File: src/rtl/input_debounce4.sv
// Four-channel synchroniser and debouncer feeding the a/b/c/d logic inputs.
// Each channel flips only after DB_CYCLES consecutive differing samples; flips are reported by a one-cycle strobe.
module input_debounce4 #(
  parameter int unsigned SYNC_STAGES = 2,
  parameter int unsigned DB_CYCLES   = 16,
  parameter int unsigned CNT_W       = 5
) (
  input  logic       clk,
  input  logic       rst_n,
  input  logic [3:0] raw_in,
  input  logic       en,
  output logic       a,
  output logic       b,
  output logic       c,
  output logic       d,
  output logic       chg,
  output logic [3:0] chg_mask
);

  localparam int unsigned NCH = 4;
  localparam logic [CNT_W-1:0] CNT_LAST = CNT_W'(DB_CYCLES - 1);

  typedef enum logic {
    ST_STABLE  = 1'b0,
    ST_PENDING = 1'b1
  } state_t;

  logic [NCH-1:0]   sync_q [SYNC_STAGES];
  logic [NCH-1:0]   sync_d [SYNC_STAGES];
  state_t           state_q [NCH];
  state_t           state_d [NCH];
  logic [CNT_W-1:0] cnt_q [NCH];
  logic [CNT_W-1:0] cnt_d [NCH];
  logic [NCH-1:0]   out_q, out_d;
  logic [NCH-1:0]   flip_q, flip_d;
  logic [NCH-1:0]   chg_mask_q, chg_mask_d;
  logic             chg_q, chg_d;
  logic [NCH-1:0]   s;

  assign s = sync_q[SYNC_STAGES-1];

  // Synchroniser chain; runs regardless of en
  always_comb begin
    sync_d[0] = raw_in;
    for (int unsigned k = 1; k < SYNC_STAGES; k++) begin
      sync_d[k] = sync_q[k-1];
    end
  end

  // Per-channel STABLE/PENDING debounce FSM
  always_comb begin
    out_d  = out_q;
    flip_d = '0;
    for (int unsigned i = 0; i < NCH; i++) begin
      state_d[i] = state_q[i];
      cnt_d[i]   = cnt_q[i];
      if (en) begin
        case (state_q[i])
          ST_STABLE: begin
            if (s[i] != out_q[i]) begin
              cnt_d[i]   = CNT_W'(1);
              state_d[i] = ST_PENDING;
            end
          end
          ST_PENDING: begin
            if (s[i] == out_q[i]) begin
              cnt_d[i]   = '0;
              state_d[i] = ST_STABLE;
            end else if (cnt_q[i] == CNT_LAST) begin
              out_d[i]   = s[i];
              cnt_d[i]   = '0;
              state_d[i] = ST_STABLE;
              flip_d[i]  = 1'b1;
            end else begin
              cnt_d[i] = cnt_q[i] + CNT_W'(1);
            end
          end
          default: begin
            cnt_d[i]   = '0;
            state_d[i] = ST_STABLE;
          end
        endcase
      end
    end
  end

  // Strobe trails the flip by one edge
  always_comb begin
    chg_d      = |flip_q;
    chg_mask_d = flip_q;
  end

  always_ff @(posedge clk or negedge rst_n) begin
    if (!rst_n) begin
      for (int unsigned k = 0; k < SYNC_STAGES; k++) begin
        sync_q[k] <= '0;
      end
      for (int unsigned i = 0; i < NCH; i++) begin
        state_q[i] <= ST_STABLE;
        cnt_q[i]   <= '0;
      end
      out_q      <= '0;
      flip_q     <= '0;
      chg_q      <= 1'b0;
      chg_mask_q <= '0;
    end else begin
      for (int unsigned k = 0; k < SYNC_STAGES; k++) begin
        sync_q[k] <= sync_d[k];
      end
      for (int unsigned i = 0; i < NCH; i++) begin
        state_q[i] <= state_d[i];
        cnt_q[i]   <= cnt_d[i];
      end
      out_q      <= out_d;
      flip_q     <= flip_d;
      chg_q      <= chg_d;
      chg_mask_q <= chg_mask_d;
    end
  end

  assign a        = out_q[0];
  assign b        = out_q[1];
  assign c        = out_q[2];
  assign d        = out_q[3];
  assign chg      = chg_q;
  assign chg_mask = chg_mask_q;

endmodule

File: config.mk
export PLATFORM = sky130hd
export DESIGN_NAME = input_debounce4
export DESIGN_NICKNAME = d
export VERILOG_FILES = /design/src/rtl/input_debounce4.sv
export SDC_FILE = /design/constraint.sdc
export NUM_CORES = 1
export LEC_CHECK = 0
export BUFFER_PORTS_ARGS = -buffer_cell sky130_fd_sc_hd__buf_2
export CORE_UTILIZATION = 45
export DETAILED_ROUTE_END_ITERATION = 8
export MAX_ROUTING_LAYER = met4
export SLEW_MARGIN = 20
export SYNTH_ARGS = -nofsm -noshare
export SYNTH_HDL_FRONTEND = slang
export SYNTH_SLANG_ARGS = --single-unit
File: constraint.sdc
create_clock -name clk -period 3.7 [get_ports clk]
set_input_delay 0.37 -clock clk [delete_from_list [all_inputs] [get_ports clk]]
set_output_delay 0.37 -clock clk [all_outputs]
set_load 0.05 [all_outputs]
==> impl_metrics.toml <==
[global_routing]
gr-total-overflow = 0
antenna_found_initial = 0
grt_util_all_layers = 0.1600
grt_max_degree = 46
grt_pass1_wl_mm = 5.188
first_global_vias = 1177

[floorplanning]
core-area_um2 = 4086
dieHeight_um = 67.78
initial_core_util = 0.4764
rows = 23
io_pins = 16
die_w_um = 67.78
dieArea_um2 = 4593

[cells_and_area]
nFillCells = 351
fin_area_um2 = 2216
n_antenna_cell = 0
stdcell_count = 223
drive_above_1_share = 0.1908
area_delta_synth_final_pct = 13.82
fin_nets = 183

[yosys]
synthCells = 151
syn_area_per_cell_um2 = 12.89
yosysSeqAreaShare = 0.5784
synth_area_um2 = 1947
yosys_warnings = 0
synth_nets = 162
synth_area_leaders = "dfrtp_1 (58%), a22o_1 (2.7%), nor4b_1 (2.7%)"
synthArstFlopShare = 1.000
yosysMostFrequentCell = "dfrtp_1"
synth_edf_count = 0
ys_top_cells_by_count = "dfrtp_1 (45), nand2_1 (11), a21oi_1 (9)"
synth_area_leader_cell = "dfrtp_1"
synth_top_area_frac = 0.5784
synth_ff_type = "dfrtp_1"
ys_types = 34
synth_seq_cells = 45

[place]
place_area_um2 = 2072
dp_hpwl_mm = 2.160
routabilityCongestion = 0.8128
dp.cells = 214
port_buffers = 15

[power_and_ir_drop]
power.density_nw_per_um2 = 469.7
p_leak_nw = 1.071
power_mw = 1.041
vdd_drop_max_uv = 330.8

[clock_network]
cts_buffers = 5
cts.hold.buffers_added = 0
clk_transition_reported_paths_ns = 0.08
clock_sinks = 45
post-cts-setup-buffers = 0
root_buffer = "clkbuf_8"
cts_tree = "built"
htreeDepth = 2
cts_repair_resize_count = 0
clock_latency_ns = 0.29
cts_buffer_depth = 2

[routing]
antenna_left = 0
dr.pass1.iters = 4
viasPerCell = 5.704
drc_errors = 0
drt_first_iter_violations = 82
vias = 1272
wl_mm = 3.065
wire_per_inst_um = 13.74

[worst_setup_path]
reg2regPathDepth = 4
cp-end-kind = "register"
worstPathMaxFanout = 5
cp.required_ns = 3.87
worstPathArrival_ns = 1.73
crit_type = "reg2reg"
cp-start-kind = "register"

[timing]
fmax_mhz = 642.0
rsz0062_at_grt = "false"
post-route-period-util = 0.4210
worst_pin_slew_ns = 0.4695
hold_viol = 0
setup-tns-final_ns = 0
finalCriticalPeriod_ns = 1.558
skew_ns = 0.006730
slew_violations = 0
slew_headroom = 0.6870
setup_violations = 0

[job]
maxCapViolations = 0

[run_status]
status = "finished clean"

[hold_path]
hold_class = "in2async"
-- placed cells by master, fill, tap and decap left out, drive strengths merged, types with 4 or more instances in the layout --
master  instances
clkbuf          7
buf            16
mux2            7
o21ai           7
xor2            4
a22o            6
nor4b           6
nand3           6
nor3            7
ha              4
a21oi           9
nand2          11
dfrtp          45
nand4b          4
xnor2           6
o21a            4
-- stage by stage --
stage | hold WS, ns | worst slack [ns] | utilization
after CTS | 0.1733 | 2.137 | 0.5355
after detailed placement | 0.3347 | 2.119 | 0.5070
after global routing | 0.05075 | 2.062 | 0.5423
final | 0.02192 | 2.142 | 0.5423
after global placement | 0.3352 | 2.176 | 0.5070
after floorplan | 0.07441 | 2.157 | -
-- area by class of cell --
type                    count  area [um^2]  share of cell area
clock buffers               7        86.33             0.03896
clock inverters             1        30.03             0.01355
flip-flops and latches     45         1126              0.5082
multi-input cells         103        804.5              0.3631
well taps                  50        62.56             0.02823
inverters                   1        3.754            0.001694
repair buffers             16        102.6             0.04630
-- report_power, final --
part           switching [mW]  total, mW  leakage, nW  internal (mW)
combinational          0.0558      0.102        0.424         0.0466
sequential             0.0375      0.562        0.588          0.525
clock                   0.156      0.376       0.0585          0.220
total                   0.249       1.04         1.07          0.792
-- cell families (layout without fill, tap and decap cells) --
| group | count (synthesis) | in the layout | share of synthesized area |
|---|---|---|---|
| mux | 9 | 9 | 0.05077 |
| fa+ha+maj | 4 | 4 | 0.02571 |
| simple gates | 44 | 44 | 0.1530 |
| compound gates | 36 | 36 | 0.1273 |
| flops | 45 | 45 | 0.5784 |
| buf+inv | 3 | 25 | 0.008352 |
| xor+xnor | 10 | 10 | 0.05656 |
-- worst max-delay path, stage by stage, from the launching register on --
cell and delay (ns):
dfrtp_1 0.41, ha_1 0.25, nand4b_1 0.21, nor3_4 0.24, mux2_1 0.33
-- worst paths after layout --
check | slack (ns) | endpoint | startpoint
setup / recovery | 2.14 | out_q[3] | cnt_q[0]
hold / removal | 0.02 | cnt_q[12] | rst_n
setup reg to reg | 2.14 | out_q[3] | cnt_q[0]
hold reg to reg | 0.36 | s[0] | sync_d[0]
max in group asynchronous | 3.19 | cnt_q[7] | rst_n
min in group clk | 0.18 | sync_d[0] | raw_in[0]
-- sequential cells by signal, summed over array words and instances, names as in the netlist --
register / flops
chg_mask: 4
cnt_q: 20
out_q: 4
sync_d: 4
state_q: 4
chg: 1
chg_mask_d: 4
s: 4
-- metal layers --
metal	global-route usage	vias up	wire [um]
met5	-	-	0
met4	0.07292	0	43
met3	0.04054	4	100
met2	0.2525	20	1443
met1	0.1918	633	1477
li1	-	615	-
No activity file was read; power rests on OpenSTA's default activity.
